**src/rtl/serial_add_ctrl_v_pkg.sv**
```systemverilog
// Shared definitions for the bit-serial adder controller: FSM state
// encodings and the one-bit full-add function used by the adder cell.
package serial_add_ctrl_v_pkg;

    typedef enum logic [1:0] {
        ST_IDLE    = 2'd0,
        ST_RUN     = 2'd1,
        ST_DONE    = 2'd2,
        ST_ILLEGAL = 2'd3
    } state_t;

    // Returns {carry_out, sum} for a single bit position.
    function automatic logic [1:0] full_add(input logic a, input logic b, input logic c);
        logic s;
        logic co;
        s  = a ^ b ^ c;
        co = (a & b) | (a & c) | (b & c);
        return {co, s};
    endfunction

endpackage

```
**src/rtl/serial_add_ctrl_v_calc.sv**
```systemverilog
// One-bit unsigned full-adder cell, reused every cycle by the serial controller.
module unsigned_calc_v
    import serial_add_ctrl_v_pkg::*;
(
    input  logic i_a,
    input  logic i_b,
    input  logic i_carry,
    output logic o_s,
    output logic o_carry
);

    assign {o_carry, o_s} = full_add(i_a, i_b, i_carry);

endmodule

```
**src/rtl/serial_add_ctrl_v.sv**
```systemverilog
// Bit-serial unsigned adder: one full-adder cell iterated WIDTH times, LSB first,
// between a start valid/ready requester and a done valid/ready consumer.
module serial_add_ctrl_v
    import serial_add_ctrl_v_pkg::*;
#(
    parameter int WIDTH = 8,
    parameter int CNT_W = $clog2(WIDTH)
) (
    input  logic             i_clk,
    input  logic             i_rst,
    input  logic             i_start_valid,
    output logic             o_start_ready,
    input  logic [WIDTH-1:0] i_a,
    input  logic [WIDTH-1:0] i_b,
    input  logic             i_carry,
    output logic [WIDTH-1:0] o_s,
    output logic             o_carry,
    output logic             o_done_valid,
    input  logic             i_done_ready,
    output logic             o_busy
);

    localparam logic [CNT_W-1:0] CNT_LAST = CNT_W'(WIDTH - 1);

    state_t             state;
    logic [WIDTH-1:0]   a_sr;
    logic [WIDTH-1:0]   b_sr;
    logic [WIDTH-2:0]   sum_sr;
    logic               carry_r;
    logic [CNT_W-1:0]   cnt;
    logic               cell_s;
    logic               cell_c;
    logic [WIDTH-1:0]   sum_next;

    unsigned_calc_v u_cell (
        .i_a     (a_sr[0]),
        .i_b     (b_sr[0]),
        .i_carry (carry_r),
        .o_s     (cell_s),
        .o_carry (cell_c)
    );

    // Sum fills from the MSB end; the bit about to fall off the bottom is never
    // needed, so only WIDTH-1 bits of history are stored.
    assign sum_next = {cell_s, sum_sr};

    always_ff @(posedge i_clk) begin
        if (i_rst) begin
            state         <= ST_IDLE;
            a_sr          <= '0;
            b_sr          <= '0;
            sum_sr        <= '0;
            carry_r       <= 1'b0;
            cnt           <= '0;
            o_s           <= '0;
            o_carry       <= 1'b0;
            o_start_ready <= 1'b1;
            o_done_valid  <= 1'b0;
            o_busy        <= 1'b0;
        end else begin
            case (state)
                ST_IDLE: begin
                    if (i_start_valid) begin
                        a_sr          <= i_a;
                        b_sr          <= i_b;
                        carry_r       <= i_carry;
                        sum_sr        <= '0;
                        cnt           <= '0;
                        state         <= ST_RUN;
                        o_start_ready <= 1'b0;
                        o_busy        <= 1'b1;
                    end
                end
                ST_RUN: begin
                    sum_sr  <= sum_next[WIDTH-1:1];
                    carry_r <= cell_c;
                    a_sr    <= a_sr >> 1;
                    b_sr    <= b_sr >> 1;
                    if (cnt == CNT_LAST) begin
                        // Outputs change only here, so a partial sum is never visible.
                        o_s          <= sum_next;
                        o_carry      <= cell_c;
                        o_done_valid <= 1'b1;
                        o_busy       <= 1'b0;
                        state        <= ST_DONE;
                    end else begin
                        cnt <= cnt + 1'b1;
                    end
                end
                ST_DONE: begin
                    if (i_done_ready) begin
                        o_done_valid  <= 1'b0;
                        o_start_ready <= 1'b1;
                        state         <= ST_IDLE;
                    end
                end
                default: begin
                    state         <= ST_IDLE;
                    o_start_ready <= 1'b1;
                    o_done_valid  <= 1'b0;
                    o_busy        <= 1'b0;
                end
            endcase
        end
    end

endmodule

```
**config.mk**
```make
export PLATFORM = sky130hd
export DESIGN_NAME = serial_add_ctrl_v
export DESIGN_NICKNAME = d
export VERILOG_FILES = /design/src/rtl/serial_add_ctrl_v_pkg.sv /design/src/rtl/serial_add_ctrl_v_calc.sv /design/src/rtl/serial_add_ctrl_v.sv
export SDC_FILE = /design/constraint.sdc
export NUM_CORES = 1
export LEC_CHECK = 0
export CAP_MARGIN = 20
export CORE_ASPECT_RATIO = 0.75
export CORE_MARGIN = 2
export CORE_UTILIZATION = 55
export CTS_CLUSTER_SIZE = 25
export DETAILED_ROUTE_END_ITERATION = 7
export PLACE_DENSITY_LB_ADDON = 0.12
export SYNTH_ARGS = -nofsm -noshare
export SYNTH_HDL_FRONTEND = slang
export SYNTH_HIERARCHICAL = 1
export SYNTH_SLANG_ARGS = --single-unit
```
**constraint.sdc**
```tcl
create_clock -name i_clk -period 2.65 [get_ports i_clk]
set_input_delay 0.265 -clock i_clk [delete_from_list [all_inputs] [get_ports i_clk]]
set_output_delay 0.265 -clock i_clk [all_outputs]
set_load 0.02 [all_outputs]
```
Word-level counts from Yosys, hierarchy flattened
Cells that the tools add are included.
{"block": "totals", "regBits": 41, "inputBits": 21, "out_inout_bits": 12, "word_cells": 62}
{"block": "op_classes", "addsub": 1, "eq_ne": 7, "mux": 24, "bitwise": 10, "n_reduce_logical": 9}
{"operator": "8-bit one-hot mux with 2 select lines", "n": 2}
{"operator": "8-bit 2-to-1 mux", "n": 2}
{"operator": "3-bit AND reduction", "n": 5}
{"operator": "7-bit one-hot mux with 2 select lines", "n": 1}
{"operator": "1-bit one-hot mux with 3 select lines", "n": 3}
{"operator": "2-bit != test, second input constant", "n": 4}
{"operator": "1-bit 2-to-1 mux", "n": 7}
{"operator": "7-bit 2-to-1 mux", "n": 1}
{"operator": "2-bit 2-to-1 mux", "n": 3}
{"operator": "3-bit 2-to-1 mux", "n": 2}
{"operator": "2-bit one-hot mux with 3 select lines", "n": 1}
{"operator": "3-bit one-hot mux with 2 select lines", "n": 1}
{"operator": "2-bit AND reduction", "n": 2}
{"operator": "3-bit by 1-bit adder with 3-bit output, second input constant", "n": 1}
{"operator": "1-bit bitwise AND", "n": 3}
{"operator": "3-bit equality test, second input constant", "n": 1}
{"operator": "1-bit inverter", "n": 3}
{"operator": "2-bit by 1-bit equality test with 1-bit output, second input constant", "n": 1}
{"operator": "2-bit equality test, second input constant", "n": 1}
{"operator": "2-bit logical NOT", "n": 1}
{"operator": "1-bit OR", "n": 2}
{"operator": "1-bit one-hot mux with 2 select lines", "n": 1}
{"operator": "2-bit nonzero test", "n": 1}
{"operator": "1-bit XOR", "n": 2}

Logic depth before layout (Yosys ltp)
Gate-level depths: netlist of the first run.
{"block": "depth", "depth_word": 4, "ltp_mapped": 6}

Cells and area by module
Netlist of the first run, hierarchy kept.
{"module": "serial_add_ctrl_v", "instances": 1, "cells_each": 186, "area_each_um2": 1756.7}
{"module": "unsigned_calc_v", "instances": 1, "cells_each": 1, "area_each_um2": 20.0}

Worst setup path after synthesis of the first run
OpenSTA, ideal clock, no wires.
{"block": "synth_path", "kind": "register -> register", "from": "register cnt[0]", "to": "register o_carry", "setup_time_ns": 0.071, "t_arrival_ns": 1.262, "required_ns": 2.579, "setup_slack_ns": 1.317, "path_stages_with_launch": 7, "path_buffers": 2, "cell_sequence": "dfxtp_1 > ha_1 > ha_1 > buf_2 > clkbuf_1 > nand3_1 > a21oi_1"}
{"block": "synth_between", "elab_chain_len": 2}
{"element": "start: declaration", "line_no": "serial_add_ctrl_v.sv:30", "text": "logic [CNT_W-1:0] cnt;"}
{"element": "start signal: assignment", "line_no": "serial_add_ctrl_v.sv:87", "text": "cnt <= cnt + 1'b1;"}
{"element": "3-bit equality test", "line_no": "serial_add_ctrl_v.sv:79", "text": "if (cnt == CNT_LAST) begin"}
{"element": "2-bit AND reduction (no source line)"}
{"element": "end signal: assignment", "line_no": "serial_add_ctrl_v.sv:82", "text": "o_carry <= cell_c;"}
{"element": "end: declaration", "line_no": "serial_add_ctrl_v.sv:17", "text": "output logic o_carry,"}
Every way passes these cells.
A chain may end at the register's enable or synchronous reset.

Worst setup path in the final report of the first run
{"block": "layout_path", "from": "register state[0]", "to": "register a_sr[2]"}
{"block": "layout_between", "elab_chain_len": 3}
{"element": "start: declaration", "line_no": "serial_add_ctrl_v.sv:25", "text": "state_t state;"}
{"element": "start signal: assignment", "line_no": "serial_add_ctrl_v.sv:49", "text": "state <= ST_IDLE;"}
{"element": "start signal: assignment", "line_no": "serial_add_ctrl_v.sv:69", "text": "state <= ST_RUN;"}
{"element": "start signal: assignment", "line_no": "serial_add_ctrl_v.sv:85", "text": "state <= ST_DONE;"}
{"element": "2-bit by 1-bit equality test with 1-bit output or 2-bit logical NOT (tied branches)", "line_no": "serial_add_ctrl_v.sv:61", "text": "case (state)"}
{"element": "2-bit nonzero test (no source line) or 2-bit != test (tied branches)"}
{"element": "2-bit AND reduction (no source line)"}
{"element": "end signal: assignment", "line_no": "serial_add_ctrl_v.sv:64", "text": "a_sr <= i_a;"}
{"element": "end signal: assignment", "line_no": "serial_add_ctrl_v.sv:77", "text": "a_sr <= a_sr >> 1;"}
{"element": "end: declaration", "line_no": "serial_add_ctrl_v.sv:26", "text": "logic [WIDTH-1:0] a_sr;"}
Several ways; a longest one is shown, not always the timed one.

==> impl_metrics.py, run 1 <==
metrics = {
    "global_routing": {
        "grt_pass1_wl_microns": 5844,
        "overflow": 0,
        "grt_pass1_vias": 1344,
        "grt_max_degree": 42,
        "grt_use_total_pct": 20.22,
        "antenna_found_initial": 0,
    },
    "sta": {
        "slew_violations": 0,
        "fmax_ghz": 0.6091,
        "rsz0062_at_grt": "no",
        "fin_setup_tns_ps": 0,
        "finalCriticalPeriod_ps": 1642,
        "setup-violations-final": 0,
        "tightest_slew_ps": 745.2,
        "slew_headroom_pct": 50.22,
        "finClkSkew_ps": 6.045,
        "hold_viol": 0,
        "fin_crit_sh_pct": 61.95,
    },
    "layout": {
        "stdcell_count": 250,
        "final_nets": 235,
        "layout-drive-gt1-share_pct": 8.019,
        "diodes": 0,
        "area_delta_synth_final_pct": 20.85,
        "nFillCells": 230,
    },
    "clocking": {
        "cts_hold_buf": 0,
        "numCtsBuffers": 5,
        "cts_tree": "done",
        "clkTransAtPathRegs_ps": 70,
        "root_buffer": "clkbuf_8",
        "cts_setup_buffers": 0,
        "clk-insertion-delay-late_ps": 290,
        "h-tree-depth": 2,
        "ctsLongestPathBuffers": 2,
        "postCtsResizedCells": 0,
        "cts_sinks": 41,
    },
    "yosys": {
        "synth_top_area_cell": "dfxtp_1",
        "yosysWarningCount": 6,
        "yosys.cell_types.count": 30,
        "yosysMostFrequentCell": "dfxtp_1",
        "yosys.area.top_type_share_pct": 46.20,
        "synth_common_cells": "dfxtp_1, nor2_1, a211oi_1, mux2i_1, a21oi_1",
        "synth_edf_count": 0,
        "syn_area_sq_um": 1777,
        "synth_nets": 211,
        "syn_area_per_cell_sq_um": 9.501,
        "ys_seq_area_share_pct": 46.20,
        "ys_top_cells_by_area": "dfxtp_1, mux2i_1, a211oi_1, buf_6, nor2_1",
        "postSynthCellCount": 187,
        "synth_ff_type": "dfxtp_1",
        "ys_async_sr_fraction_pct": 0,
        "ys_seq_elements": 41,
    },
    "floorplanning": {
        "die-area_sq_um": 3706,
        "row_count": 17,
        "initial_core_util_pct": 58.82,
        "ios": 33,
        "fp.dieW_microns": 69.63,
        "core-area_sq_um": 3020,
        "die_h_microns": 53.22,
    },
    "pwr": {
        "p_leak_nw": 0.7808,
        "total_power_mw": 1.329,
        "powerDensity_nw_per_um2": 618.8,
        "vdd_drop_max_uv": 554.7,
    },
    "detailed_routing": {
        "ant_nets": 0,
        "wire_per_inst_microns": 13.21,
        "first_iter_violations": 119,
        "drt_pass1_iterations": 4,
        "vias": 1415,
        "viasPerCell": 5.660,
        "wirelength_microns": 3302,
        "drc_errors": 0,
    },
    "placed_design": {
        "place.gp.congestion": 0.7288,
        "port-buffer-count": 32,
        "place_inst": 242,
        "post-dp-hpwl_microns": 2225,
    },
    "worst_setup_path": {
        "crit_fanout": 30,
        "worstPathArrival_ps": 1840,
        "critPathKind": "flip-flop to flip-flop",
        "cp-end-kind": "flip-flop",
        "crit_required_ps": 2850,
        "worstSetupStartpointType": "flip-flop",
    },
    "flow_run": {
        "cap_violations": 0,
    },
    "hold_path": {
        "min-delay-path-class": "flip-flop to flip-flop",
    },
    "run_status": {
        "outcome": "completed",
    },
}
## layout by cell type (no fill, tap or decap)
master           count
dfxtp_1             41
clkdlybuf4s50_1     32
nor2_1              26
mux2i_1             15
a211oi_1            15
a21oi_1             14
nand3_1             13
nand2_1             13
a22oi_1              7
clkbuf_8             6
o21bai_1             3
a31oi_1              3
buf_4                3
nand3b_1             2
o21ai_0              2
ha_1                 2
nor2b_4              1
nand3b_2             1
o21ba_2              1
a211oi_2             1
nor2b_1              1
or2_2                1
a21o_1               1
inv_1                1
o32a_1               1
or3b_1               1
a21oi_2              1
nor4b_1              1
bufinv_16            1
clkinvlp_4           1
fa_1                 1
## stage by stage
stage	hold slack [ps]	util [%]	setup WS (ps)	cell area [sq um]
after floorplan	425.5	-	1317	1777
after global placement	441.7	67.11	1000	2027
after detailed placement	451.3	67.11	903.7	2027
after CTS	462.7	71.09	1023	2147
after global routing	483.5	71.09	858.9	2147
final	455.3	71.09	1008	2147
## critical path, cell delays in order (launching register included)
cell      delay (ps)
dfxtp_1          620
o21ba_2          600
nor2_1            90
a211oi_1         240
## final timing paths
path	startpoint	endpoint	slack, ps	cells past startpoint
max reg2reg	state[0]	a_sr[2]	1010	3
min	o_s[2]	o_s[2]	460	2
min reg2reg	o_s[2]	o_s[2]	460	2
max	state[0]	a_sr[2]	1010	3
## area by class of cell
type                            instances  area (sq um)  share of cell area, %
Timing Repair Buffer                   35         342.8                  15.97
Sequential cell                        41         820.8                  38.23
Tap cell                               38         47.55                  2.214
Clock inverter                          2         37.54                  1.748
Clock buffer                            6         82.58                  3.846
Inverter                                1         3.754                 0.1748
Multi-Input combinational cell        127         812.0                  37.82
## metal layers
metal | global-route usage (%) | share of wire, % | vias up
li1 | - | - | 708
met1 | 24.35 | 48 | 667
met2 | 36.54 | 46 | 33
met3 | 4.571 | 4.6 | 7
met4 | 6.731 | 1.3 | 0
met5 | 0 | 0 | -
## logic make-up (layout without fill, tap and decap cells)
group	count (synthesis)	after routing	synth area share (%)
mux	15	15	8.450
compound gates	49	49	18.87
simple gates	60	60	15.85
fa+ha+maj	3	3	2.535
flops	41	41	46.20
buf+inv	19	44	8.099
## power by group
group | switching [mW] | internal, mW | total (mW)
clock network | 0.211 | 0.306 | 0.517
logic | 0.0699 | 0.0755 | 0.145
registers | 0.0208 | 0.645 | 0.666
total | 0.301 | 1.03 | 1.33
## state kept, by name, summed over array words and instances (netlist names)
signal	cells
a_sr	8
b_sr	8
carry_r	1
cnt	3
o_busy	1
o_carry	1
o_done_valid	1
o_s	8
o_start_ready	1
state	2
sum_sr	7
No activity file was read; power rests on OpenSTA's default activity.
==> inputs of run 2 (changes only) <==
--- a/config.mk
+++ b/config.mk
@@ -8,7 +8,7 @@
 export CAP_MARGIN = 20
 export CORE_ASPECT_RATIO = 0.75
 export CORE_MARGIN = 2
-export CORE_UTILIZATION = 55
+export CORE_UTILIZATION = 46
 export CTS_CLUSTER_SIZE = 25
 export DETAILED_ROUTE_END_ITERATION = 7
 export PLACE_DENSITY_LB_ADDON = 0.12
==> constraint.sdc (replaced) <==
create_clock -name i_clk -period 1.4 [get_ports i_clk]
set_input_delay 0.14 -clock i_clk [delete_from_list [all_inputs] [get_ports i_clk]]
set_output_delay 0.14 -clock i_clk [all_outputs]
set_load 0.02 [all_outputs]
==> impl_metrics.py, run 2 (synthesized netlist as in run 1, its figures left out) <==
metrics = {
    "floorplanning": {
        "fp.dieW_microns": 75.76,
        "core-area_sq_um": 3685,
        "ios": 33,
        "initial_core_util_pct": 48.22,
        "row_count": 19,
        "die_h_microns": 57.82,
        "die-area_sq_um": 4380,
    },
    "pwr": {
        "total_power_mw": 2.566,
        "p_leak_nw": 1.002,
        "vdd_drop_max_uv": 771.0,
        "powerDensity_nw_per_um2": 1120,
    },
    "layout": {
        "stdcell_count": 271,
        "layout_commonest_cell": "dfxtp_1",
        "top_regs": "a_sr (8), b_sr (8), o_s (8)",
        "diodes": 0,
        "final_cell_area_sq_um": 2291,
        "final_cell_mix": "dfxtp_1, nor2_1, clkdlybuf4s50_1",
        "final_nets": 242,
        "layout-drive-gt1-share_pct": 12.33,
        "nFillCells": 332,
        "area_delta_synth_final_pct": 28.94,
    },
    "detailed_routing": {
        "wirelength_microns": 3366,
        "ant_nets": 0,
        "vias": 1418,
        "viasPerCell": 5.232,
        "drc_errors": 0,
        "drt_pass1_iterations": 4,
        "wire_per_inst_microns": 12.42,
        "first_iter_violations": 56,
    },
    "clocking": {
        "cts_tree": "done",
        "clk-insertion-delay-late_ps": 300,
        "cts_hold_buf": 0,
        "h-tree-depth": 2,
        "root_buffer": "clkbuf_8",
        "ctsLongestPathBuffers": 2,
        "clkTransAtPathRegs_ps": 70,
        "cts_sinks": 41,
        "numCtsBuffers": 5,
    },
    "worst_setup_path": {
        "cp-end-kind": "flip-flop",
        "crit_required_ps": 1620,
        "crit_fanout": 9,
        "worstSetupStartpointType": "flip-flop",
        "critPathKind": "flip-flop to flip-flop",
        "worstPathArrival_ps": 1480,
    },
    "flow_run": {
        "cap_violations": 0,
    },
    "run_status": {
        "outcome": "completed",
    },
    "sta": {
        "slew_headroom_pct": 80.34,
        "fmax_ghz": 0.7944,
        "rsz0062_at_grt": "no",
        "finalCriticalPeriod_ps": 1259,
        "finClkSkew_ps": 11.99,
        "slew_violations": 0,
        "hold_viol": 0,
        "hold_slack_ps": 418.8,
        "setup-violations-final": 0,
        "tightest_slew_ps": 294.4,
        "fin_crit_sh_pct": 89.91,
    },
    "hold_path": {
        "min-delay-path-class": "primary input to flip-flop",
    },
    "placed_design": {
        "place_inst": 261,
        "port-buffer-count": 32,
        "post-dp-hpwl_microns": 2298,
        "place.gp.congestion": 0.7603,
        "post_dp_cell_area_sq_um": 2107,
    },
    "global_routing": {
        "grt_pass1_wl_microns": 5602,
        "grt_pass1_vias": 1293,
        "overflow": 0,
        "antenna_found_initial": 0,
        "grt_use_total_pct": 16.92,
        "grt_max_degree": 42,
    },
}
[run 2: cell types whose count changed in the layout (fill, tap and decap cells not counted), moves of 3 or more]
cell             previous run  this run
clkdlybuf4s50_1            32        20
dlymetal6s2s_1              0         7
dlygate4sd2_1               0         5
buf_4                       3         7
buf_12                      0         3
[run 2: per-stage QoR]
stage	setup slack (ps)	utilization [%]	TNS, ps
final	141.2	62.17	0
after global routing	5.319	62.17	0
after CTS	6.217	60.34	0
after detailed placement	-42.04	57.18	-290.8
after global placement	51.54	57.18	0
after floorplan	66.90	-	0
[run 2: where the power goes]
part	internal, mW	total (mW)	switching [mW]
clock network	0.580	0.997	0.417
logic	0.168	0.311	0.142
registers	1.22	1.26	0.0364
[run 2: layer usage]
metal	up-vias	global-route usage (%)	part of all wire (%)
li1	728	-	-
met1	652	20.41	48
met2	30	27.46	46
met3	8	4.696	4.0
met4	0	8.521	2.1
met5	-	0	0
[run 2: area by class of cell]
type / count / area, sq um / share of cell area, %
clock inverter: 2 / 37.54 / 1.638
inverter: 1 / 3.754 / 0.1638
clock buffer: 6 / 82.58 / 3.605
multi-input combinational: 127 / 835.8 / 36.48
sequential: 41 / 822.0 / 35.88
tap: 52 / 65.06 / 2.840
timing repair buffer: 42 / 444.2 / 19.39
[run 2: timing repair]
action	4_1_cts	5_1_grt
resized for setup	6	11
buffers inserted	0	2
endpoints found under the setup margin	14	22
[run 2: critical path, cell delays in order, from the launching register on]
cell,delay [ps]
dfxtp_1,340
ha_1,220
ha_4,210
nor2_2,150
nand3_1,90
a31oi_1,180
[run 2: final timing paths]
path                  end  slack, ps  startpoint  cells after the start
hold reg to reg    o_s[2]        460      o_s[2]                      2
setup reg to reg   cnt[2]        140      cnt[1]                      5
setup / recovery   cnt[2]        140      cnt[1]                      5
hold / removal    b_sr[7]        420      i_b[7]                      3
